`src/rtl/ddr_wr_arbiter.sv`:
```
// Round-robin DDR write arbiter: captures one fixed-length burst from one of two
// clients into a local buffer, then replays it as a single AXI write transaction.
`timescale 1ns/1ps
module ddr_wr_arbiter #(
  parameter int BURST_LEN = 16,
  parameter int NCLI      = 2
) (
  input  logic        clk,
  input  logic        rst,
  input  logic        c0_dwr_req,
  output logic        c0_dwr_ack,
  input  logic        c0_dwr_vin,
  input  logic [31:0] c0_dwr_din,
  input  logic [3:0]  c0_dwr_strb,
  input  logic        c1_dwr_req,
  output logic        c1_dwr_ack,
  input  logic        c1_dwr_vin,
  input  logic [31:0] c1_dwr_din,
  input  logic [3:0]  c1_dwr_strb,
  output logic        m_awvalid,
  input  logic        m_awready,
  output logic [31:0] m_awaddr,
  output logic [7:0]  m_awlen,
  output logic        m_wvalid,
  input  logic        m_wready,
  output logic [31:0] m_wdata,
  output logic [3:0]  m_wstrb,
  output logic        m_wlast,
  input  logic        m_bvalid,
  output logic        m_bready,
  output logic        busy
);

  localparam int CW = $clog2(BURST_LEN + 1);
  localparam int IW = $clog2(BURST_LEN);

  typedef enum logic [2:0] {S_IDLE, S_CAPT, S_AW, S_W, S_B} state_t;

  state_t          state_q, state_d;
  logic [CW-1:0]   cnt_q, cnt_d;
  logic            gnt_q, gnt_d;
  logic            pri_q, pri_d;
  logic [31:0]     addr_q;
  logic [35:0]     buf_mem [BURST_LEN];
  logic [NCLI-1:0] ack_vec;

  logic        vin_sel;
  logic [31:0] din_sel;
  logic [3:0]  strb_sel;
  logic        cap_beat;
  logic        cap_last;
  logic        w_last;
  logic [35:0] rd_word;

  assign vin_sel  = gnt_q ? c1_dwr_vin  : c0_dwr_vin;
  assign din_sel  = gnt_q ? c1_dwr_din  : c0_dwr_din;
  assign strb_sel = gnt_q ? c1_dwr_strb : c0_dwr_strb;
  assign cap_beat = (state_q == S_CAPT) && vin_sel;
  assign cap_last = (cnt_q == CW'(BURST_LEN));
  assign w_last   = (cnt_q == CW'(BURST_LEN - 1));
  assign rd_word  = buf_mem[IW'(cnt_q)];

  always_ff @(posedge clk or posedge rst) begin
    if (rst) begin
      state_q <= S_IDLE;
      cnt_q   <= '0;
      gnt_q   <= 1'b0;
      pri_q   <= 1'b0;
    end else begin
      state_q <= state_d;
      cnt_q   <= cnt_d;
      gnt_q   <= gnt_d;
      pri_q   <= pri_d;
    end
  end

  always_comb begin
    state_d = state_q;
    cnt_d   = cnt_q;
    gnt_d   = gnt_q;
    pri_d   = pri_q;
    case (state_q)
      S_IDLE: begin
        if (c0_dwr_req || c1_dwr_req) begin
          // pri_q names the client that wins a tie; it flips away from each winner
          gnt_d   = (c0_dwr_req && c1_dwr_req) ? pri_q : c1_dwr_req;
          pri_d   = ~gnt_d;
          cnt_d   = '0;
          state_d = S_CAPT;
        end
      end
      S_CAPT: begin
        if (cap_beat) begin
          if (cap_last) begin
            cnt_d   = '0;
            state_d = S_AW;
          end else begin
            cnt_d = cnt_q + CW'(1);
          end
        end
      end
      S_AW: begin
        if (m_awready) state_d = S_W;
      end
      S_W: begin
        if (m_wready) begin
          if (w_last) begin
            cnt_d   = '0;
            state_d = S_B;
          end else begin
            cnt_d = cnt_q + CW'(1);
          end
        end
      end
      S_B: begin
        if (m_bvalid) state_d = S_IDLE;
      end
      default: state_d = S_IDLE;
    endcase
  end

  // Beat 0 is the byte address; data beats land at index beat-1.
  always_ff @(posedge clk) begin
    if (cap_beat) begin
      if (cnt_q == '0) addr_q <= {din_sel[31:2], 2'b00};
      else             buf_mem[IW'(cnt_q - CW'(1))] <= {din_sel, strb_sel};
    end
  end

  always_comb begin
    ack_vec = '0;
    if (state_q == S_CAPT) ack_vec[gnt_q] = 1'b1;
  end

  assign c0_dwr_ack = ack_vec[0];
  assign c1_dwr_ack = ack_vec[1];

  // Data-side outputs are gated so every output reads 0 outside its phase.
  assign m_awvalid = (state_q == S_AW);
  assign m_awaddr  = m_awvalid ? addr_q : '0;
  assign m_awlen   = m_awvalid ? 8'(BURST_LEN - 1) : '0;
  assign m_wvalid  = (state_q == S_W);
  assign m_wdata   = m_wvalid ? rd_word[35:4] : '0;
  assign m_wstrb   = m_wvalid ? rd_word[3:0] : '0;
  assign m_wlast   = m_wvalid && w_last;
  assign m_bready  = (state_q == S_B);
  assign busy      = (state_q != S_IDLE);

endmodule

```
`config.mk`:
```
export PLATFORM = sky130hd
export DESIGN_NAME = ddr_wr_arbiter
export DESIGN_NICKNAME = d
export VERILOG_FILES = /design/src/rtl/ddr_wr_arbiter.sv
export SDC_FILE = /design/constraint.sdc
export NUM_CORES = 1
export LEC_CHECK = 0
export CAP_MARGIN = 40
export CORE_ASPECT_RATIO = 2
export CORE_MARGIN = 2
export CORE_UTILIZATION = 50
export CTS_CLUSTER_SIZE = 20
export DETAILED_ROUTE_END_ITERATION = 6
export HOLD_SLACK_MARGIN = 0.08
export PLACE_DENSITY = 0.74
export SLEW_MARGIN = 20
export SYNTH_ARGS = -nofsm -noshare
export SYNTH_HDL_FRONTEND = slang
export SYNTH_SLANG_ARGS = --single-unit
```
`constraint.sdc`:
```
create_clock -name clk -period 10.45 [get_ports clk]
set_clock_uncertainty 0.05 [all_clocks]
set_input_delay 1.045 -clock clk [delete_from_list [all_inputs] [get_ports clk]]
set_output_delay 1.045 -clock clk [all_outputs]
set_load 0.02 [all_outputs]
```
Word level (Yosys, flattened, before mapping)
Memory sizes are Yosys's and may differ from the RTL's.
Index checks and enable logic that the tools add are counted.
{ "word_totals": {"ff_bits": 40, "ramBits": 576, "output_inout_bits": 83, "wordCells": 65, "memories": 1} }
{ "mem_list": {"columns": ["name", "depth", "word_bits", "read_ports", "rd_clocked_by_memory_dff", "wr", "line", "source"], "rows": [
  ["buf_mem", 16, 36, 1, 0, 1, "44", "logic [35:0] buf_mem [BURST_LEN];"]
]} }
{ "op_classes": {"n_addsub": 2, "n_lt_le_gt_ge": 2, "n_eq_ne": 13, "mux": 28, "n_bitwise": 1, "reduce_logical": 13} }
{ "ops": {"columns": ["operator", "n"], "rows": [
  ["2-to-1 mux 32 bit", 3],
  ["2-to-1 mux 5 bit", 5],
  ["2-to-1 mux 3 bit", 7],
  ["case mux 3 bit (5 select lines)", 1],
  ["case mux 5 bit (3 select lines)", 1],
  ["2-to-1 mux 4 bit", 3],
  ["inequality test 2 bit (second input constant)", 4],
  ["AND reduction 7 bit", 1],
  ["equality test 3 x 2 -> 1 bit (second input constant)", 2],
  ["2-to-1 mux 1 bit", 6],
  ["inequality test 2 x 1 -> 1 bit (second input constant)", 3],
  ["nonzero test 3 bit", 2],
  ["adder 5 x 1 -> 5 bit (second input constant)", 1],
  ["equality test 5 x 4 -> 1 bit (second input constant)", 1],
  ["equality test 5 bit (second input constant)", 1],
  ["logical NOT 5 bit", 1],
  ["logical AND 1 bit", 4],
  ["AND reduction 2 bit", 2],
  ["AND reduction 4 bit", 1],
  ["subtractor 4 x 1 -> 4 bit (second input constant)", 1],
  ["equality test 3 x 1 -> 1 bit (second input constant)", 1],
  ["equality test 3 bit (second input constant)", 1],
  ["logical NOT 3 bit", 1],
  ["< comparator 1 x 2 -> 1 bit (second input constant)", 1],
  ["other kinds (5)", 5]
]} }

Logic depth before layout (Yosys ltp)
{ "depth": {"word_depth": 5, "depth_mapped": 10} }

Least setup slack after synthesis
No wires, ideal clock.
{ "synth_timing": {"kind": "reg-to-reg", "startpoint": "register cnt_q[0]", "endpoint": "register addr_q[10] (enable)", "setup_time_ns": 0.504, "arrival_time_ns": 4.719, "required_ns": 9.896, "path_slack_ns": 5.177, "stages_incl_launch_ff": 8, "path_buffers": 3, "synth_period_minus_slack_ns": 5.273, "cell_sequence": "dfrtp_1 -> buf_4 -> buf_4 -> buf_2 -> inv_1 -> ha_1 -> nor4b_1 -> nor4b_1"} }
{ "synth_via": {"elab_chain_len": 2} }
{ "synth_lines": {"columns": ["element", "line", "source"], "rows": [
  ["start, declared", "40", "logic [CW-1:0] cnt_q, cnt_d;"],
  ["start signal, assigned", "71", "cnt_q <= cnt_d;"],
  ["logical NOT 5 bit", "125", "if (cnt_q == '0) addr_q <= {din_sel[31:2], 2'b00};"],
  ["AND reduction 2 bit (no line)", null, null],
  ["end signal, assigned", "125", null],
  ["end, declared", "43", "logic [31:0] addr_q;"]
]} }
Every way passes these cells.
A chain may end at the register's enable or synchronous reset.

Worst setup path after layout
{ "layout_timing": {"startpoint": "register cnt_q[1]", "endpoint": "output port m_wlast"} }
{ "layout_via": {"elab_chain_len": 2} }
{ "layout_lines": {"columns": ["element", "line", "source"], "rows": [
  ["equality test 5 x 4 -> 1 bit", "60", "assign w_last = (cnt_q == CW'(BURST_LEN - 1));"],
  ["logical AND 1 bit", "145", "assign m_wlast = m_wvalid && w_last;"],
  ["end, declared", "28", "output logic m_wlast,"]
]} }
Every way passes these cells.

==> reports/results.ini <==
[clock_tree]
clock_sinks = 616
cts_repair_resize_count = 0
post_cts_buffers = 0
hold_buffers = 0
cts_max_level = 2
cts_tree = done
clock_path_buffers = 3
cts.clk_slew.worst_paths_ns = 0.08
cts_buffers = 49
clock_latency_ns = 0.57
cts_root_buffer = clkbuf_16

[detailed_routing]
drtPass1Iterations = 6
drt_iter0_markers = 1064
num_vias = 11900
post_drt_wl_per_cell_um = 26.3
wirelength_um = 52400
antenna_left = 0
drt-vias-per-instance = 5.97
drc_errors = 0

[logic_synthesis]
synth_top_cell_by_area = edfxtp_1
synthTopCellsByArea = edfxtp_1 75%, mux4_2 13%, mux2i_1 2.9%
synth_top_area_share_pct = 74.9
ys_ff_latch = 616
syn_avg_cell_area_um2 = 21.3
yosysWarnings = 0
ys_types = 44
synthArstFlopShare_pct = 1.62
synth_edf_count = 606
synth_area_um2 = 24300
synthFlopType = edfxtp_1
netlist_instances = 1141
synth-seq-area-share_pct = 75.9

[timing]
finalMaxSlewViolations = 0
hold_violations = 0
post-route-period-util_pct = 47.5
min_period_ns = 4.96
max_slew.worst_pin.slew_ns = 0.919
setup_viol = 0
rsz0062_at_grt = no
slew_headroom_pct = 38.8
tns_ns = 0
max_clock_freq_mhz = 202

[hold_path]
worstHoldPathType = reg -> reg
holdPathStages = 1

[critical_path]
cp.arrival_ns = 3.87
crit_fanout = 51
endpoint_kind = output port
r2r_cells = 10
critPathRequiredTime_ns = 9.36
worst_setup_path_start_kind = flop
worstSetupPathType = reg -> out

[power]
power_density_nw_per_um2 = 263
leakage_nw = 8.94
p_total_mw = 7.48
vdd_drop_max_v = 0.000255

[floorplan]
ioPinCount = 164
rows = 114
die_h_um = 316
die_w_um = 160
design.die.area_um2 = 50500
initial_core_util_pct = 50.4
core_area_um2 = 48200

[finish]
final_util_pct = 58.9
seq_area_um2 = 18500
layout-area-overhead-vs-synth_pct = 16.9
fill_cells = 3472
layout.nets = 1404
drive_above_1_share_pct = 22.4
multi_input_area_um2 = 5600
design_area_um2 = 28400
diodes = 0

[grt]
grt-ovfl-total = 0
grt_pass1_wl_um = 79000
grt_pass1_vias = 12800
grt_use_total_pct = 21.1
antenna_found_initial = 1
grt_max_degree = 108

[placed_design]
io_buffers = 157
post-dp-hpwl_um = 31300
dpl-instance-area_um2 = 26800
routabilityCongestion = 0.754

[run]
drv_cap = 0

[status]
status = completed

[state kept, by name (all words and copies together) (netlist names)]
signal	cells
buf_mem	576
addr_q	30
cnt_q	5
state_q	3
gnt_q	1
pri_q	1
[Yosys cell counts (2+ instances only)]
library cell and n:
a21oi_1 6, a22o_1 4, a22oi_1 14, a31oi_1 3, and2_1 33, and3_1 3
buf_1 9, buf_2 12, buf_4 21, clkbuf_1 30, dfrtp_1 10, edfxtp_1 606
ha_1 8, inv_1 9, mux2_2 37, mux2i_1 71, mux4_2 138, nand2_1 15
nand2b_1 2, nand3_1 18, nor2_1 26, nor2b_1 2, nor3_1 5, nor4b_1 2
o2111ai_1 2, o211ai_1 9, o22ai_1 28, or2_2 2
[power breakdown]
part           total [mW]  switching [mW]  leakage [nW]  internal [mW]
Sequential           3.16           0.116          5.57           3.04
Clock                1.89           0.824         0.791           1.06
Combinational        2.44            1.37          2.58           1.07
Total                7.48            2.31          8.94           5.17
[layout by cell type, fill, tap and decap left out, types with 4 or more instances in the layout]
master / synthesis / routed
clkdlybuf4s50_1: 0 / 157
clkinv_1: 1 / 14
edfxtp_1: 606 / 606
mux2_2: 37 / 37
inv_1: 9 / 9
a21oi_1: 6 / 6
nor2_1: 26 / 10
nor2_4: 0 / 16
and2_1: 33 / 33
a22o_1: 4 / 4
buf_4: 21 / 27
o22ai_1: 28 / 28
clkbuf_1: 30 / 5
clkbuf_16: 0 / 51
mux2i_1: 71 / 71
a22oi_1: 14 / 14
conb_1: 1 / 6
clkinv_2: 0 / 6
dfrtp_1: 10 / 7
nand2_1: 15 / 15
bufinv_16: 0 / 7
nor3_1: 5 / 4
mux4_2: 138 / 138
o211ai_1: 9 / 9
nand3_1: 18 / 18
ha_1: 8 / 8
[final cells by class]
cell class	count	share of cell area, %
Clock buffer	56	4.56
Timing Repair Buffer	190	6.67
Clock inverter	31	1.16
Inverter	11	0.145
Tap cell	638	2.81
Multi-Input combinational cell	447	19.7
Sequential cell	616	64.9
[layer usage]
metal	GRT usage, %	wire [um]
met5	0	0
met4	7.25	1520
met3	3.14	3260
met2	38.6	28600
met1	25.6	19000
[through the flow]
| step | cells | hold WS [ns] | setup slack, ns |
|---|---|---|---|
| after floorplan | 1146 | 0.409 | 5.18 |
| after global placement | 1896 | 0.428 | 5.13 |
| after detailed placement | 1901 | 0.440 | 5.53 |
| after CTS | 1988 | 0.451 | 5.29 |
| after global routing | 1989 | 0.491 | 5.15 |
| final | 1989 | 0.452 | 5.49 |
[cell families (layout without fill, tap and decap cells)]
group | count (synthesis) | in the layout | synth area share [%]
buffers and inverters | 83 | 288 | 1.67
XOR/XNOR | 1 | 1 | 0.0360
multiplexers | 246 | 246 | 17.4
adder cells (fa/ha/maj) | 8 | 8 | 0.412
AND/OR/NAND/NOR | 113 | 113 | 2.43
other | 1 | 6 | 0.0154
flip-flops | 616 | 616 | 75.9
AO/OA/AOI/OAI | 73 | 73 | 2.10
[worst paths after layout]
path	startpoint	end	slack, ns
max	cnt_q[1]$_DFFE_PP0P_	m_wlast	5.49
min	pri_q$_DFFE_PP0P_	pri_q$_DFFE_PP0P_	0.45
max reg2reg	cnt_q[1]$_DFFE_PP0P_	buf_mem[15][1]$_DFFE_PP_	5.49
min reg2reg	pri_q$_DFFE_PP0P_	pri_q$_DFFE_PP0P_	0.45
max in group asynchronous	rst	cnt_q[0]$_DFFE_PP0P_	9.29
min in group asynchronous	rst	state_q[2]$_DFFE_PP0P_	0.72
[critical path, stage by stage (launching register included)]
cell             delay [ns]
dfrtp_4                0.76
buf_12                 0.31
buf_4                  0.39
buf_16                 0.31
ha_1                   0.24
nand3_1                0.10
inv_1                  0.10
ha_1                   0.23
and3_1                 0.18
clkdlybuf4s50_1        0.60
Note: power is estimated with default switching activity, not from simulation.
